--- src/rtl/imm_extend_unit.sv ---
// Pipelined immediate extender (zero / sign / upper / sign-shl2) with valid/ready and a one-entry skid buffer.
// Optional accepted-transaction counter on xfer_count when IMMEXT_COUNT_EN is defined.
module imm_extend_unit #(
  parameter int IN_W  = 16,
  parameter int OUT_W = 32
) (
  input  logic             clk,
  input  logic             reset,
  input  logic             in_valid,
  output logic             in_ready,
  input  logic [IN_W-1:0]  in_imm,
  input  logic [1:0]       in_mode,
  output logic             out_valid,
  input  logic             out_ready,
  output logic [OUT_W-1:0] out_data,
  output logic             out_neg
`ifdef IMMEXT_COUNT_EN
  ,
  output logic [15:0]      xfer_count
`endif
);

  generate
    if (OUT_W < IN_W + 2) begin : g_bad_width
      $error("imm_extend_unit: OUT_W must be at least IN_W + 2");
    end
  endgenerate

  localparam logic [1:0] MODE_ZERO  = 2'b00;
  localparam logic [1:0] MODE_SIGN  = 2'b01;
  localparam logic [1:0] MODE_UPPER = 2'b10;

  function automatic logic [OUT_W-1:0] extend(input logic [IN_W-1:0] imm,
                                              input logic [1:0] mode);
    logic signed [OUT_W-1:0] sext;
    logic [OUT_W-1:0]        res;
    sext = {{(OUT_W-IN_W){imm[IN_W-1]}}, imm};
    case (mode)
      MODE_ZERO:  res = {{(OUT_W-IN_W){1'b0}}, imm};
      MODE_SIGN:  res = sext;
      MODE_UPPER: res = {imm, {(OUT_W-IN_W){1'b0}}};
      default:    res = sext <<< 2;
    endcase
    return res;
  endfunction

  logic             out_valid_q, out_valid_d;
  logic [OUT_W-1:0] out_data_q, out_data_d;
  logic             skid_valid_q, skid_valid_d;
  logic [OUT_W-1:0] skid_data_q, skid_data_d;
  logic             accept;
  logic             main_free;
  logic [OUT_W-1:0] result;

  // in_ready depends only on the skid register, so no combinational path from out_ready.
  assign in_ready  = !skid_valid_q;
  assign accept    = in_valid && in_ready;
  assign main_free = !out_valid_q || out_ready;
  assign result    = extend(in_imm, in_mode);

  always_comb begin
    out_valid_d  = out_valid_q;
    out_data_d   = out_data_q;
    skid_valid_d = skid_valid_q;
    skid_data_d  = skid_data_q;
    if (main_free) begin
      if (skid_valid_q) begin
        out_valid_d  = 1'b1;
        out_data_d   = skid_data_q;
        skid_valid_d = 1'b0;
      end else if (accept) begin
        out_valid_d = 1'b1;
        out_data_d  = result;
      end else begin
        out_valid_d = 1'b0;
      end
    end else if (accept) begin
      skid_valid_d = 1'b1;
      skid_data_d  = result;
    end
  end

  always_ff @(posedge clk) begin
    if (reset) begin
      out_valid_q  <= 1'b0;
      out_data_q   <= '0;
      skid_valid_q <= 1'b0;
      skid_data_q  <= '0;
    end else begin
      out_valid_q  <= out_valid_d;
      out_data_q   <= out_data_d;
      skid_valid_q <= skid_valid_d;
      skid_data_q  <= skid_data_d;
    end
  end

  assign out_valid = out_valid_q;
  assign out_data  = out_data_q;
  assign out_neg   = out_data_q[OUT_W-1];

`ifdef IMMEXT_COUNT_EN
  logic [15:0] xfer_count_q, xfer_count_d;

  always_comb begin
    xfer_count_d = xfer_count_q;
    if (accept) xfer_count_d = xfer_count_q + 16'd1;
  end

  always_ff @(posedge clk) begin
    if (reset) xfer_count_q <= '0;
    else       xfer_count_q <= xfer_count_d;
  end

  assign xfer_count = xfer_count_q;
`endif

endmodule

--- config.mk ---
export PLATFORM = sky130hd
export DESIGN_NAME = imm_extend_unit
export DESIGN_NICKNAME = d
export VERILOG_FILES = /design/src/rtl/imm_extend_unit.sv
export SDC_FILE = /design/constraint.sdc
export NUM_CORES = 1
export LEC_CHECK = 0
export ABC_AREA = 1
export BUFFER_PORTS_ARGS = -buffer_cell sky130_fd_sc_hd__buf_2
export CORE_ASPECT_RATIO = 0.8
export CORE_MARGIN = 2
export CORE_UTILIZATION = 25
export DETAILED_ROUTE_END_ITERATION = 7
export GPL_TIMING_DRIVEN = 0
export PLACE_DENSITY = 0.5
export SYNTH_ARGS = -nofsm -noshare
export SYNTH_HDL_FRONTEND = slang
export SYNTH_SLANG_ARGS = --single-unit
--- constraint.sdc ---
create_clock -name clk -period 1.3 [get_ports clk]
set_clock_uncertainty 0.15 [all_clocks]
set_input_delay 0.26 -clock clk [delete_from_list [all_inputs] [get_ports clk]]
set_output_delay 0.26 -clock clk [all_outputs]
set_load 0.05 [all_outputs]
==> impl_summary.md, run 1 <==
Status
The flow ran to the end, but the final reports show violations. The final reports fail on setup timing.

Layout
After filler insertion, the fill cell instance count of the layout stands at 1546. In the final layout, the multi-input gates occupy 1880 µm². The final layout contains 712 nets. Once layout is done, the placed cells without fillers occupy 5180 µm². The count of non-filler cells in the finished layout is 879. The library cell used most frequently in the layout, excluding fill and tap cells, is sky130_fd_sc_hd__nand2_1. Of the cells placed in the final design, the portion with a size suffix greater than 1 is 28.3%. The repair_antennas step left the layout with diodes totalling 0. The sequential cell area is 1340 µm². Compared with the post-synthesis result, the final layout area differs by 45.3%. Leaving out fill and tap cells, the most frequent cells in the layout are sky130_fd_sc_hd__nand2_1, sky130_fd_sc_hd__nor2_1, sky130_fd_sc_hd__inv_1.

Routing
For this block, the initial DRC count from the detailed router was 194. The mean number of vias per cell is 4.05. The number of remaining DRC errors is 0.

The routed design has 11200 µm of wire. In this run the remaining antenna-violating nets after routing total 0. The first detailed-routing pass took 4 iterations.

In the final routed layout, each cell accounts on average for 12.7 µm. Summing over every cut layer, the via total after detailed routing is 3562.

Clock network
In this run, CTS created clock tree buffers numbering 9. The clock latency on the worst-skew pair is 0.34 ns. CTS saw 66 sinks. Clock-pin slew was measured on the worst setup and hold paths at 0.05 ns. The clock tree synthesis step divided the H-tree into 3 levels. The CTS tree is yes. The clock passes through at most 2 buffers.

The root buffer cell chosen for the clock tree is sky130_fd_sc_hd__clkbuf_16.

Worst setup path
The endpoint type of the worst setup path is a primary output. The endpoint of the worst register-to-register path is out_data[26]. By startpoint and endpoint, the worst setup path is classified as reg -> out. The data required time of the worst path is 0.89 ns. The worst setup path is launched from a register.

The startpoint of the most critical register-to-register path is skid_valid_q. The data arrival time of the critical path is 1.05 ns. The maximum net fanout on the critical path is 4. The register-to-register setup slack is -0.14 ns. The logic depth of the worst register-to-register path is 9.

Synth
By area the synthesized netlist is led by sky130_fd_sc_hd__dfxtp_1, sky130_fd_sc_hd__nand2_1, sky130_fd_sc_hd__nor2_1. Summed over its instances, the top area cell type makes up 37.0% of the synthesized netlist area. Sequential cells were found to cover 37.0% of the synthesized design area. The synthesis-stage register bit count is 66. The synthesized netlist occupies a cell area of 3570 µm².

The library cell occupying the most area in the post-synthesis netlist is sky130_fd_sc_hd__dfxtp_1. The number of nets produced by synthesis is 626. The total of warnings raised by yosys is 0. The post-synthesis average cell area is 5.91 µm². The cell count after synthesis is 604. The distinct cell type count of the synthesized netlist is 20.

Floorplan
The die is 138 µm wide. The number of core rows is 39. The die covers 15300 µm². The area of the core is 14100 µm². The initial cell density of the core is 25.3%. The die height is 111 µm.

57 I/O pins were placed.

Placed design
Prior to clock tree synthesis, the placed netlist has a worst setup slack of -0.277 ns. The weighted congestion reported at the end of routability-driven placement is 0.840. The count of buffers added on input and output ports is 55. The detailed placement HPWL is 7500 µm. The placed instance area is 4130 µm². Once placement completed, the tool counted placed cells totaling 843.

Pwr
The switching power is 1.89 mW. The total power draw is 6.25 mW. Per report_power, the clock group accounts for 40.8% of the total.

The share of total power dissipated in combinational logic is 23.5%. Of the total power, the share spent switching nets is 30.2%. The peak supply drop is 0.645 mV. The cell-internal power is 4.36 mW. Registers are responsible for 35.8% of the overall power. The power per unit of standard cell area is 1200 nW/µm².

The leakage power is 2.85 nW.

Min path
The launch point of the worst hold path is in_imm[15]. The tightest min-delay check is of the in -> reg type. The worst hold path terminates at skid_data_q[31]. The number of instances on the worst hold path is 3.

Global routing
The global route total overflow is 0. Entering global routing, the biggest net connects 11 pins. The number of global-route vias before repair is 3379. The number of antenna violations at the first check in global routing is 0. Global routing consumed, over all layers together, 15.1% of the routing resources.

The first global-routing pass estimated 17500 µm of wire.

STA
In the finished design, the share of the clock period the worst path needs comes to 112%. Setup repair after global routing could not meet its margin everywhere. The final setup slack of the worst path is -0.159 ns. For the pin with the worst max-slew slack, the measured transition is 0.603 ns. The final sum of negative setup slack is -6.61 ns.

The final critical delay including setup and external delays is 1.46 ns. Headroom to the max-slew limit came out at 59.8%. The setup violation total in the final timing report is 64. The number of max-slew violations in the final report is 0.

Timing would allow up to 0.685 GHz. The final count of hold timing violations came to 0.

Job
Across the run, the number of max-cap violations was 0.
## how the worst max path moves through the flow
stage | start | to | slack, ns
after floorplan | out_valid | skid_data_q[16] | -0.02
after global placement | reset | out_data[31] | -0.27
after detailed placement | reset | out_data[0] | -0.28
after CTS | skid_valid_q | in_ready | -0.21
after global routing | skid_valid_q | out_data[8] | -0.20
final | skid_valid_q | in_ready | -0.16
## metrics by stage
stage,hold slack (ns),util [%]
after floorplan,0.169,-
after global placement,0.311,29.3
after detailed placement,0.307,29.3
after CTS,0.0829,34.7
after global routing,0.107,36.8
final,0.0815,36.8
## cell usage after synthesis, drive strengths merged
library cell	count
a21oi	34
buf	24
clkbuf	8
clkinv	1
dfxtp	66
inv	98
nand2	251
nand3	17
nor2	101
nor3	1
o21ai	3
## final cells by class
| class | count | area share, % |
|---|---|---|
| Tap cell | 184 | 4.44 |
| Sequential cell | 66 | 25.8 |
| Buffer | 31 | 5.60 |
| Multi-Input combinational cell | 408 | 36.2 |
| Clock inverter | 1 | 0.579 |
| Inverter | 99 | 7.36 |
| Clock buffer | 15 | 5.38 |
| Timing Repair Buffer | 75 | 14.6 |
## logic make-up (layout without fill, tap and decap cells)
group	Yosys count	count (layout)	share of synthesized area [%]
AND/OR/NAND/NOR	370	371	40.1
AO/OA/AOI/OAI	37	37	7.29
buffers and inverters	131	221	15.6
flip-flops	66	66	37.0
## repair_timing
item	4_1_cts	5_1_grt
endpoints found under the setup margin	99	89
cloned	5	3
pin swaps	3	7
buffers inserted	9	3
resized for setup	93	70
endpoints found under the hold margin	2	0
hold buffers	1	0
## routing by layer
metal | vias up | routed length [µm] | track usage (%)
met5 | - | 0 | 0
met4 | 0 | 122 | 3.92
met3 | 12 | 519 | 4.12
met2 | 67 | 4740 | 23.0
met1 | 1561 | 5800 | 21.0
li1 | 1922 | - | -
## power by group through the flow
stage | Clock (mW) | Combinational (mW) | Sequential (mW)
after detailed placement | 0 | 1.14 | 2.26
after floorplan | 0 | 0.548 | 2.55
after global placement | 0 | 1.15 | 2.25
after CTS | 2.59 | 1.34 | 2.22
final | 2.55 | 1.47 | 2.23
after global routing | 2.69 | 1.59 | 2.25
## flip-flops by register name, summed over array words and instances (netlist names)
signal and flops:
skid_data_q 32, out_valid 1, skid_valid_q 1, out_data 32
## worst max-delay path, cell delays in order (launching register included)
cell and delay, ns:
sky130_fd_sc_hd__dfxtp_4 0.39, sky130_fd_sc_hd__inv_8 0.04, sky130_fd_sc_hd__clkbuf_16 0.14, sky130_fd_sc_hd__buf_12 0.14
No activity file was read; power rests on OpenSTA's default activity.
==> inputs of run 2 (changes only) <==
--- a/config.mk
+++ b/config.mk
@@ -11,7 +11,6 @@
 export CORE_MARGIN = 2
 export CORE_UTILIZATION = 25
 export DETAILED_ROUTE_END_ITERATION = 7
-export GPL_TIMING_DRIVEN = 0
 export PLACE_DENSITY = 0.5
 export SYNTH_ARGS = -nofsm -noshare
 export SYNTH_HDL_FRONTEND = slang
==> impl_summary.md, run 2 (synthesis gave the netlist of run 1 again) <==
Global routing
The global-route wire length before repair is 16000 µm (-8.8%). The number of antenna violations at the first check in global routing is 0 (unchanged). The overall routing resource usage is 13.4% (-1.7 points). The largest net degree at the start of global routing is 51 (+40). The global route total overflow is 0 (unchanged). The number of global-route vias before repair is 3182 (-5.8%).

Pwr
The combinational share of power came to 22.0% (-1.5 points). The net switching fraction of the power is 32.0% (+1.8 points). The peak supply drop is 0.624 mV (-3.3%). The power share of the sequential group is 39.2% (+3.4 points). The switching power is 1.82 mW (-3.5%). The leakage power is 2.66 nW (-6.7%). The power per unit of standard cell area is 1210 nW/µm² (+0.83%). The cell-internal power is 3.87 mW (-11%).

The part of the power in the clock network is 38.8% (-2.0 points).

Worst setup path
The critical path startpoint category is a register. The endpoint identified for the worst register-to-register timing path is skid_data_q[29]. The logic depth of the worst register-to-register path is 7 (-2).

The maximum net fanout on the critical path is 4 (unchanged). The register-to-register setup slack is 0.03 ns (+0.17 ns). The worst setup path is captured at a primary output. In this run the critical register-to-register path is launched from out_valid. The data required time of the worst path was 0.89 ns (about the same). The critical path class is reg -> out. The data arrival time of the critical path came to 0.92 ns (-0.13 ns).

Layout
The leading cell type in the layout, fill and taps excluded is sky130_fd_sc_hd__nand2_1. The area added between synthesis and finish is 31.3%. The final cell utilization of the core is 33.2% (-3.5 points).

The final antenna diode count is 0 (unchanged). The proportion of layout cells with a drive suffix above 1 is 20.5% (-7.8 points). The count of non-filler cells in the finished layout is 852 (-3.1%). The final net count came to 685 (-3.8%).

The library cells used most frequently in the layout, excluding fill and tap cells, are sky130_fd_sc_hd__nand2_1, sky130_fd_sc_hd__nor2_1, sky130_fd_sc_hd__inv_1.

Routing
The remaining antenna violation count after routing was 0 (unchanged). The final wirelength is 9480 µm (-15%). The routed wire length per instance is 11.1 µm (-13%). The number of DRC markers in iteration 0 is 148 (-24%).

The mean number of vias per cell is 4.00 (-1.3%). The total number of vias is 3409 (-4.3%). The number of remaining DRC errors is 0 (unchanged). The iteration count of the initial detailed-routing pass was 4 (unchanged).

STA
The final count of hold timing violations is 0 (unchanged). Setup repair after global routing could not meet its margin everywhere. The transition time of the tightest slew-check pin is 0.235 ns (-0.369 ns).

The final critical-path share of the clock period is 102% (-10 points). The worst max-slew margin expressed relative to the limit is 84.4% (+25 points). The final critical delay including setup and external delays is 1.33 ns (-0.133 ns).

The number of max-slew violations in the final report was 0 (unchanged). The tightest hold margin is 0.0791 ns (-0.00235 ns). The setup violation total in the final timing report is 1 (-98%). The final setup slack of the worst path is -0.0259 ns (+0.133 ns). The maximum clock frequency was 0.754 GHz (+10%).

Min path
The number of instances on the worst hold path is 3 (unchanged). For hold timing, the worst endpoint is skid_data_q[31]. The type of the tightest min-delay check is in -> reg. In this run the most critical hold path is launched from in_imm[15].

Placed design
The worst setup slack before clock tree synthesis is -0.00843 ns (+0.269 ns). The quantity of I/O buffers inserted on ports is 56 (+1.8%). The cell total after placement is 832 (-1.3%). The weighted congestion reported at the end of routability-driven placement is 0.762 (-9.3%). The detailed placement HPWL was 6700 µm (-11%).

Clock network
The worst-case clock buffer depth is 2 (unchanged). The clock latency on the worst-skew pair is 0.33 ns (about the same). CTS placed an instance of sky130_fd_sc_hd__clkbuf_16 at the clock tree root. The total clock buffers created by CTS is 9 (unchanged). The clock-pin slew on the worst setup and hold paths was 0.06 ns (about the same).

The level count of the clock H-tree is 3 (unchanged). The number of sinks on the clock net is 66 (unchanged). TritonCTS built the clock tree.

Floorplan
The floorplan die width is 138 µm (unchanged). The initial cell density of the core was 25.3% (unchanged). The number of core rows is 39 (unchanged). The boundary pin count is 57 (unchanged).

The area of the core is 14100 µm² (unchanged). The die height came to 111 µm (unchanged). The area enclosed by the die boundary is 15300 µm² (unchanged).

Status
The final reports fail on setup timing. The run finished, with violations left.

Job
The number of violations of the max-capacitance limit is 0 (unchanged).
[run 2: changes by cell type in the layout (fill, tap and decap cells not counted), sizes merged]
cell | before | now
nand3 | 18 | 17
buf | 95 | 78
clkinv | 1 | 5
bufinv | 1 | 0
clkbuf | 25 | 10
inv | 98 | 99
clkinvlp | 0 | 2
[run 2: final cells by class]
| type | instances | area, µm² |
|---|---|---|
| Clock inverter | 7 | 45.0 |
| Clock buffer | 9 | 225 |
| Tap cell | 184 | 230 |
| Timing Repair Buffer | 80 | 749 |
| Inverter | 99 | 377 |
| Fill cell | 1571 | 9410 |
| Sequential cell | 66 | 1340 |
| Multi-Input combinational cell | 407 | 1720 |
[run 2: layer usage]
layer / vias up / share of wire [%] / GRT usage (%)
met5: - / 0 / 0
met4: 0 / 1.2 / 4.12
met3: 9 / 4.7 / 3.16
met2: 64 / 43 / 20.6
met1: 1464 / 51 / 18.4
li1: 1872 / - / -
[run 2: worst max-delay path: stages (launching register included)]
cell and delay, ns:
sky130_fd_sc_hd__dfxtp_4 0.37, sky130_fd_sc_hd__inv_6 0.08, sky130_fd_sc_hd__buf_8 0.14
[run 2: power groups by stage]
stage | clock, mW | sequential [mW] | combinational [mW]
2_1_floorplan | 0 | 2.55 | 0.548
3_3_place_gp | 0 | 2.26 | 1.15
3_5_place_dp | 0 | 2.26 | 1.15
4_1_cts | 2.28 | 2.22 | 1.22
5_1_grt | 2.37 | 2.25 | 1.39
6_report | 2.21 | 2.23 | 1.26
[run 2: what timing repair did]
| action | in CTS | in global routing |
|---|---|---|
| cloned | 0 | 1 |
| setup buffers | 0 | 2 |
| setup endpoints to repair | 42 | 80 |
| pin swaps | 0 | 1 |
| endpoints found under the hold margin | 2 | 0 |
| gates resized for setup | 51 | 24 |
| hold buffers | 1 | 0 |
[run 2: worst max-delay path by stage]
stage | startpoint | endpoint | slack [ns]
after floorplan | out_valid | skid_data_q[16] | -0.02
final | skid_valid_q | in_ready | -0.03
after CTS | skid_valid_q | in_ready | -0.05
after detailed placement | in_valid | out_data[25] | -0.008
after global routing | out_valid | skid_data_q[4] | -0.07
after global placement | in_valid | out_data[21] | -0.02
[run 2: per-stage QoR]
step	power [mW]	cell area, µm²	TNS, ns
finish	5.70	4690	-0.0259
global route	6.01	4690	-1.93
CTS	5.73	4570	-0.0488
global placement	3.41	4150	-0.110
detailed placement	3.41	4150	-0.0282
floorplan	3.10	3620	-0.332
